===== src/rtl/uart_arb_pkg.sv =====
// Shared types and widths for the UART transmit arbiter.
package uart_arb_pkg;

  localparam int unsigned BYTE_W = 8;
  localparam int unsigned CNT_W  = 8;

  typedef enum logic [1:0] {
    IDLE,
    START,
    WAIT_ACK,
    WAIT_DONE
  } arb_state_t;

endpackage


===== src/rtl/uart_tx_arbiter_rr_pick.sv =====
// Combinational round-robin picker: first eligible index after the pointer, wrapping.
module rr_pick #(
  parameter int unsigned N     = 2,
  parameter int unsigned IDX_W = 2
) (
  input  logic [N-1:0]     eligible,
  input  logic [IDX_W-1:0] pointer,
  output logic             hit,
  output logic [IDX_W-1:0] index
);

  logic [7:0] best;

  // Distance from pointer+1 ranks candidates; the smallest eligible distance wins.
  always_comb begin
    hit   = 1'b0;
    index = '0;
    best  = 8'(N);
    for (int unsigned i = 0; i < N; i++) begin
      if (eligible[i] && (8'((i + N - 1 - 32'(pointer)) % N) < best)) begin
        hit   = 1'b1;
        index = IDX_W'(i);
        best  = 8'((i + N - 1 - 32'(pointer)) % N);
      end
    end
  end

endmodule


===== src/rtl/uart_tx_arbiter.sv =====
// Round-robin, packet-locking arbiter sharing one UART transmitter among NUM_REQ byte streams.
module uart_tx_arbiter
  import uart_arb_pkg::*;
#(
  parameter int unsigned NUM_REQ     = 2,
  parameter int unsigned ID_W        = 2,
  parameter int unsigned MAX_BURST   = 16,
  parameter int unsigned ACK_TIMEOUT = 8
) (
  input  logic                      clk,
  input  logic                      reset,
  input  logic [NUM_REQ-1:0]        req_valid,
  input  logic [BYTE_W*NUM_REQ-1:0] req_data,
  input  logic [NUM_REQ-1:0]        req_last,
  output logic [NUM_REQ-1:0]        req_ready,
  output logic                      tx_start,
  output logic [BYTE_W-1:0]         tx_data,
  input  logic                      tx_busy,
  output logic [ID_W-1:0]           grant_id,
  output logic                      locked,
  output logic                      err_timeout
);

  arb_state_t        state, next_state;
  logic [ID_W-1:0]   pointer;
  logic [CNT_W-1:0]  burst_cnt;
  logic [CNT_W-1:0]  to_cnt;
  logic              last_r;

  logic [NUM_REQ-1:0] eligible;
  logic               pick_hit;
  logic [ID_W-1:0]    pick_idx;
  logic [BYTE_W-1:0]  sel_byte;
  logic               sel_last;
  logic               accept;
  logic               drop_lock;
  logic               set_err;

  // While a packet lock is held only the owner may be picked.
  always_comb begin
    eligible = req_valid;
    if (locked) begin
      for (int unsigned i = 0; i < NUM_REQ; i++) begin
        eligible[i] = req_valid[i] && (ID_W'(i) == grant_id);
      end
    end
  end

  rr_pick #(
    .N    (NUM_REQ),
    .IDX_W(ID_W)
  ) u_pick (
    .eligible(eligible),
    .pointer (pointer),
    .hit     (pick_hit),
    .index   (pick_idx)
  );

  always_comb begin
    sel_byte = '0;
    sel_last = 1'b0;
    for (int unsigned i = 0; i < NUM_REQ; i++) begin
      if (ID_W'(i) == pick_idx) begin
        sel_byte = req_data[i*BYTE_W +: BYTE_W];
        sel_last = req_last[i];
      end
    end
  end

  always_comb begin
    next_state = state;
    accept     = 1'b0;
    drop_lock  = 1'b0;
    set_err    = 1'b0;
    tx_start   = 1'b0;
    unique case (state)
      IDLE: begin
        if (!reset && !tx_busy && pick_hit) begin
          accept     = 1'b1;
          next_state = START;
        end
      end
      START: begin
        tx_start   = 1'b1;
        next_state = WAIT_ACK;
      end
      WAIT_ACK: begin
        if (tx_busy) begin
          next_state = WAIT_DONE;
        end else if ((to_cnt + CNT_W'(1)) == CNT_W'(ACK_TIMEOUT)) begin
          set_err    = 1'b1;
          drop_lock  = 1'b1;
          next_state = IDLE;
        end
      end
      WAIT_DONE: begin
        if (!tx_busy) begin
          drop_lock  = last_r || (burst_cnt == CNT_W'(MAX_BURST));
          next_state = IDLE;
        end
      end
      default: next_state = IDLE;
    endcase
    for (int unsigned i = 0; i < NUM_REQ; i++) begin
      req_ready[i] = accept && (ID_W'(i) == pick_idx);
    end
  end

  always_ff @(posedge clk) begin
    if (reset) begin
      state       <= IDLE;
      pointer     <= ID_W'(NUM_REQ - 1);
      burst_cnt   <= '0;
      to_cnt      <= '0;
      last_r      <= 1'b0;
      tx_data     <= '0;
      grant_id    <= '0;
      locked      <= 1'b0;
      err_timeout <= 1'b0;
    end else begin
      state <= next_state;
      if (state == START) begin
        to_cnt <= '0;
      end else if (state == WAIT_ACK && !tx_busy) begin
        to_cnt <= to_cnt + CNT_W'(1);
      end
      if (accept) begin
        tx_data   <= sel_byte;
        last_r    <= sel_last;
        grant_id  <= pick_idx;
        locked    <= 1'b1;
        burst_cnt <= burst_cnt + CNT_W'(1);
      end
      if (drop_lock) begin
        locked    <= 1'b0;
        burst_cnt <= '0;
        pointer   <= grant_id;
      end
      if (set_err) begin
        err_timeout <= 1'b1;
      end
    end
  end

endmodule


===== config.mk =====
export PLATFORM = sky130hd
export DESIGN_NAME = uart_tx_arbiter
export DESIGN_NICKNAME = d
export VERILOG_FILES = /design/src/rtl/uart_arb_pkg.sv /design/src/rtl/uart_tx_arbiter_rr_pick.sv /design/src/rtl/uart_tx_arbiter.sv
export SDC_FILE = /design/constraint.sdc
export NUM_CORES = 1
export LEC_CHECK = 0
export BUFFER_PORTS_ARGS = -buffer_cell sky130_fd_sc_hd__buf_2
export CORE_ASPECT_RATIO = 0.9
export CORE_UTILIZATION = 30
export CTS_BUF_LIST = sky130_fd_sc_hd__clkbuf_4 sky130_fd_sc_hd__clkbuf_8
export CTS_CLUSTER_DIAMETER = 80
export DETAILED_ROUTE_END_ITERATION = 10
export PLACE_DENSITY = 0.55
export RECOVER_POWER = 50
export SLEW_MARGIN = 20
export SYNTH_ARGS = -nofsm -noshare
export SYNTH_HDL_FRONTEND = slang
export SYNTH_SLANG_ARGS = --single-unit

===== constraint.sdc =====
create_clock -name clk -period 3.05 [get_ports clk]
set_clock_uncertainty 0.15 [all_clocks]
set_input_delay 0.915 -clock clk [delete_from_list [all_inputs] [get_ports clk]]
set_output_delay 0.915 -clock clk [all_outputs]
set_load 0.01 [all_outputs]

Word-level counts from Yosys, hierarchy flattened
Index checks and enable logic that the tools add are counted.
{ "classes": {"n_mul": 0, "shift": 0, "reduce_logical": 18, "n_bitwise": 0, "muxes": 22, "magnitude_cmp": 2, "div": 0, "n_eq_ne": 10, "add_sub_neg": 4} }
{ "op_table": {"columns": ["operator", "n"], "rows": [
  ["8-bit by 1-bit adder with 8-bit output (second input constant)", 2],
  ["8-bit 2-to-1 mux", 2],
  ["1-bit 2-to-1 mux", 12],
  ["2-bit 2-to-1 mux", 6],
  ["1-bit logical AND", 9],
  ["8-bit by 4-bit equality test with 1-bit output (second input constant)", 1],
  ["8-bit by 5-bit equality test with 1-bit output (second input constant)", 1],
  ["2-bit one-hot mux with 4 select lines", 1],
  ["2-bit zero test", 3],
  ["2-bit equality test (second input constant)", 2],
  ["2-bit inequality test (second input constant)", 2],
  ["2-bit OR reduction", 2],
  ["3-bit inequality test (second input constant)", 1],
  ["3-bit AND reduction", 1],
  ["1-bit equality test (first input constant)", 2],
  ["2-bit by 1-bit equality test with 1-bit output (second input constant)", 1],
  ["1-bit zero test", 2],
  ["1-bit by 2-bit < comparator with 1-bit output", 1],
  ["1-bit by 2-bit < comparator with 1-bit output (second input constant)", 1],
  ["1-bit one-hot mux with 2 select lines", 1],
  ["1-bit subtractor (first input constant)", 2],
  ["1-bit logical OR", 1]
]} }
{ "word_totals": {"romBits": 0, "register_bits": 31, "latchBits": 0, "word_cells": 65, "output_inout_bits": 15, "ramBits": 0, "mem_count": 0, "input_bits": 23} }

Depth between registers and ports, before layout
{ "logic_depth": {"ltp_word": 12, "depth_mapped": 7, "depth_no_buf": 7} }

Modules after synthesis
From an unflattened synthesis, not the netlist that was laid out.
{ "hier_totals": {"cells_unflattened": 203, "area_unflattened_um2": 1687.9} }
{ "modules_own_cells": {"columns": ["mod", "n_inst", "seq_area_each_um2", "area_each_um2", "cells_per_inst"], "rows": [
  ["uart_tx_arbiter", 1, 660.6, 1662.8, 199],
  ["rr_pick", 1, 0.0, 25.0, 4]
]} }

Worst setup path after synthesis
No wires, ideal clock.
{ "synth_timing": {"kind": "input -> output", "from": "input reset", "to": "output req_ready[0]", "path_stages": 5, "arrival_ps": 2083, "n_path_buf": 2, "required_ps": 1985, "path_slack_ps": -98, "cell_sequence": "clkbuf_1 or4_4 a211oi_4 buf_4 and2_1"} }
{ "synth_between": {"elab_chain_len": 6} }
{ "synth_lines": {"columns": ["item", "line_no", "text"], "rows": [
  ["start: declaration", "uart_tx_arbiter.sv:11", "input logic reset,"],
  ["1-bit zero test", "uart_tx_arbiter.sv:78", "if (!reset && !tx_busy && pick_hit) begin"],
  ["1-bit logical AND (2 in a row)", "uart_tx_arbiter.sv:78", null],
  ["1-bit 2-to-1 mux", "uart_tx_arbiter.sv:78", null],
  ["1-bit 2-to-1 mux", "uart_tx_arbiter.sv:76", "unique case (state)"],
  ["1-bit logical AND", "uart_tx_arbiter.sv:105", "req_ready[i] = accept && (ID_W'(i) == pick_idx);"],
  ["end: declaration", "uart_tx_arbiter.sv:15", "output logic [NUM_REQ-1:0] req_ready,"]
]} }
No other way between the ends.

Final worst setup path
{ "layout_timing": {"from": "input reset", "to": "output req_ready[1]"} }
The elaborated chain is that of the path after synthesis.

==> summary.txt <==
Status
  • Result of the run: finished with violations
  • Failing checks: negative setup slack

Setup path
  • Endpoint required time on the critical path: 1980 ps
  • Critical path arrival: approximately 2000 ps
  • Worst Path Class, Setup: in2out
  • Capturing element type of the critical path: output pin
  • Nature of the critical path startpoint: input port
  • Launching point of the worst reg2reg path: to_cnt[0]
  • R2r setup slk: between 800 and 900 ps
  • Reg2Reg Depth: 6
  • Destination of the worst register-to-register timing path: burst_cnt[0]
  • Highest net fanout along the worst path: 3

Die
  • Initial core utilization: 0.321
  • Horiz. Die Dim: 78.7 um
  • CORE AREA: 4950 sq um
  • Height of the die: approximately 71 um
  • I/O pin cnt: 38
  • Floorplan die area: ~5600 sq um
  • Num rows: 24

Global route
  • GR Overflow Total: 0
  • First-pass GRT wire length: 5.15 mm
  • Antenna violations before repair: 0
  • Number of global-route vias before repair: 1157
  • Largest net degree at the start of global routing: 20
  • Overall track demand over capacity in global routing: 0.118

Synth
  • Number of enable flip-flop cells after synthesis: 0
  • Primary flip-flop cell chosen by synthesis mapping: sky130_fd_sc_hd__dfxtp_1
  • Synthesis warning total: 0
  • Post-Syn Instances: 181
  • Syn Area/Cell: 8.78 sq um
  • Post-synthesis cell area: ~1600 sq um
  • Async SR Flop Fraction: 0
  • Distinct cell type count of the synthesized netlist: between 40 and 50
  • Fraction of the yosys area taken by sequential cells: 0.391
  • Register bit total from synthesis: 31
  • Syn_nets: ~210

Route
  • Detailed-route via count: 1318
  • Drt initial violations: between 40 and 50
  • Number of iterations in the first detailed-routing pass: 4
  • Wire length per cell after detailed routing: 10.5 um
  • Aggregate routed wire length: 3.00 mm
  • Antenna viol nets, final: 0
  • # DRC: 0
  • Vias per std cell: approximately 4.6

Min path
  • Hold Startpoint: err_timeout
  • Worst hold path endpoint: err_timeout
  • Worst hold-check path type: reg2reg
  • Hold-critical path depth: 1

Place
  • Detail Placement HPWL: 2.24 mm
  • Worst setup slack after placement: -95.1 ps
  • Weighted congestion reported at the end of routability-driven placement: 0.768
  • Total of buffers placed on input and output ports: 36
  • Cell total after placement: about 280

Power and ir drop
  • P per Cell Area: around 460 nW/um^2
  • Post-route total power: between 800 and 900 uW
  • Peak ir drop on the vdd network: around 0.00024 V
  • Power share of the clock group: 0.398
  • Internal Pwr Total: approximately 680 uW
  • Proportion of total power due to net switching: 0.231
  • Switch Pwr: 205 uW
  • Leakage power total: 0.800 nW
  • Combinational fraction of design power: 0.116
  • Sequential share of power: 0.485

Timing
  • Post-Route Hold Slack: roughly 330 ps
  • Fin. Hold Viols: 0
  • Part of the cycle the worst path needs: 1.01
  • Total Neg Setup Slack: -27.3 ps
  • Fin. max-slew vios: 0
  • Maximum clock frequency: ~320 MHz
  • Minimum clock period: 3080 ps
  • Setup repair after global routing missed its margin: yes
  • Worst Slack Setup Final: -27.3 ps
  • Number of setup violations in the final report: 1

Clock network
  • TritonCTS Buffers: 5
  • Register clock-pin slew on the reported worst setup and hold paths: 70 ps
  • Source-to-sink clock delay at the later pin of the worst-skew pair: around 280 ps
  • H-tree level count: 2
  • TritonCTS clock tree: done
  • Maximum buffer depth of the clock tree: 2
  • TritonCTS Sinks: 31
  • Number of buffers inserted for hold repair after clock tree synthesis: 0
  • CTS root buffer: sky130_fd_sc_hd__clkbuf_8

Layout
  • Number of standard cells in the layout, taps in and fillers out: 287
  • Number of nets in the layout: 248
  • Fraction of final layout cells with drive strength greater than 1: 0.212
  • Ant diodes: 0
  • Layout Area Growth over Synthesis: 22.3%

Job
  • # Max-Cap Violations: 0
flip-flops by register name (all words and copies together), names as in the netlist:
| signal | count |
|---|---|
| locked | 1 |
| last_r | 1 |
| burst_cnt | 8 |
| pointer | 1 |
| grant_id | 1 |
| err_timeout | 1 |
| tx_data | 8 |
| to_cnt | 8 |
| state | 2 |
Yosys cell counts, types with 3 or more instances:
cell type,number,area [sq um]
sky130_fd_sc_hd__nand4_1,8,50.1
sky130_fd_sc_hd__inv_1,4,15.0
sky130_fd_sc_hd__nand2_1,7,26.3
sky130_fd_sc_hd__xor2_1,13,114
sky130_fd_sc_hd__o21ai_0,5,25.0
sky130_fd_sc_hd__nor2_1,37,139
sky130_fd_sc_hd__ha_1,4,50.1
sky130_fd_sc_hd__a21oi_1,4,20.0
sky130_fd_sc_hd__a211oi_1,9,67.6
sky130_fd_sc_hd__mux2i_1,12,120
sky130_fd_sc_hd__dfxtp_1,31,621
sky130_fd_sc_hd__nand3_1,3,15.0
sky130_fd_sc_hd__clkbuf_1,4,15.0
sky130_fd_sc_hd__nor3_1,3,15.0
sky130_fd_sc_hd__buf_4,3,22.5
area by class of cell:
type,count,area (sq um)
Clock buffer,8,104
Fill cell,514,3010
Inverter,4,15.0
Multi-Input combinational cell,135,892
Sequential cell,31,621
Tap cell,65,81.3
Timing Repair Buffer,44,230
stage by stage:
stage | cell area, sq um | utilization
after floorplan | 1600 | -
after global placement | 1830 | 0.370
after detailed placement | 1830 | 0.370
after CTS | 1960 | 0.395
after global routing | 1940 | 0.392
final | 1940 | 0.392
repair_timing:
item | CTS | global route
endpoints found under the setup margin | 2 | 2
resized for setup | 1 | 2
buffers inserted | 2 | 0
hold endpoints to repair | 0 | 0
pin swaps | 2 | 1
worst max path at each step:
stage          startpoint            to  cells past startpoint
2_1_floorplan       reset  req_ready[0]                      5
3_3_place_gp      tx_busy  req_ready[1]                      5
3_5_place_dp      tx_busy  req_ready[1]                      5
4_1_cts             reset  req_ready[1]                      5
5_1_grt             reset  req_ready[1]                      5
6_report            reset  req_ready[1]                      5
logic make-up (layout without fill, tap and decap cells):
kind of cell,Yosys count,count (layout),synth area share
flops,31,31,0.391
simple gates,73,73,0.224
buf+inv,15,56,0.0496
xor+xnor,15,15,0.0827
compound gates,30,30,0.143
other cells,1,1,0.00236
fa+ha+maj,4,4,0.0315
mux,12,12,0.0756
worst max-delay path, cell delays in order:
cell	delay (ps)
sky130_fd_sc_hd__buf_6	90
sky130_fd_sc_hd__or4_4	490
sky130_fd_sc_hd__a211oi_4	200
sky130_fd_sc_hd__nor2b_4	200
sky130_fd_sc_hd__buf_6	110
power by group through the flow:
stage / clock, mW / sequential, mW / combinational [mW]
after global placement: 0 / 0.439 / 0.104
after detailed placement: 0 / 0.439 / 0.104
after CTS: 0.372 / 0.431 / 0.108
after global routing: 0.388 / 0.433 / 0.116
final: 0.354 / 0.431 / 0.103
after floorplan: 0 / 0.442 / 0.0644
per-layer routing:
layer  up-vias  track usage  share of wire
met5         -            0              0
met4         0       0.0556          0.013
met3         4       0.0361          0.029
met2        19        0.176           0.46
met1       586        0.155           0.50
li1        709            -              -
placed cells by master (no fill, tap or decap), types with 2 or more instances in the layout:
cell type	instances
sky130_fd_sc_hd__clkbuf_1	14
sky130_fd_sc_hd__nor3b_1	2
sky130_fd_sc_hd__buf_4	6
sky130_fd_sc_hd__nor2_1	37
sky130_fd_sc_hd__xnor2_1	2
sky130_fd_sc_hd__clkbuf_8	7
sky130_fd_sc_hd__or2_2	2
sky130_fd_sc_hd__and2_1	2
sky130_fd_sc_hd__o21ai_0	4
sky130_fd_sc_hd__and3_1	2
sky130_fd_sc_hd__ha_1	4
sky130_fd_sc_hd__nand4_1	8
sky130_fd_sc_hd__a21oi_1	4
sky130_fd_sc_hd__nand3_1	3
sky130_fd_sc_hd__buf_2	22
sky130_fd_sc_hd__a211oi_1	9
sky130_fd_sc_hd__buf_6	2
sky130_fd_sc_hd__nor3_1	3
sky130_fd_sc_hd__dfxtp_1	31
sky130_fd_sc_hd__mux2i_1	12
sky130_fd_sc_hd__xor2_1	13
sky130_fd_sc_hd__o21ba_2	2
sky130_fd_sc_hd__inv_1	4
sky130_fd_sc_hd__nand2_1	7
(Power assumes the default switching activity.)
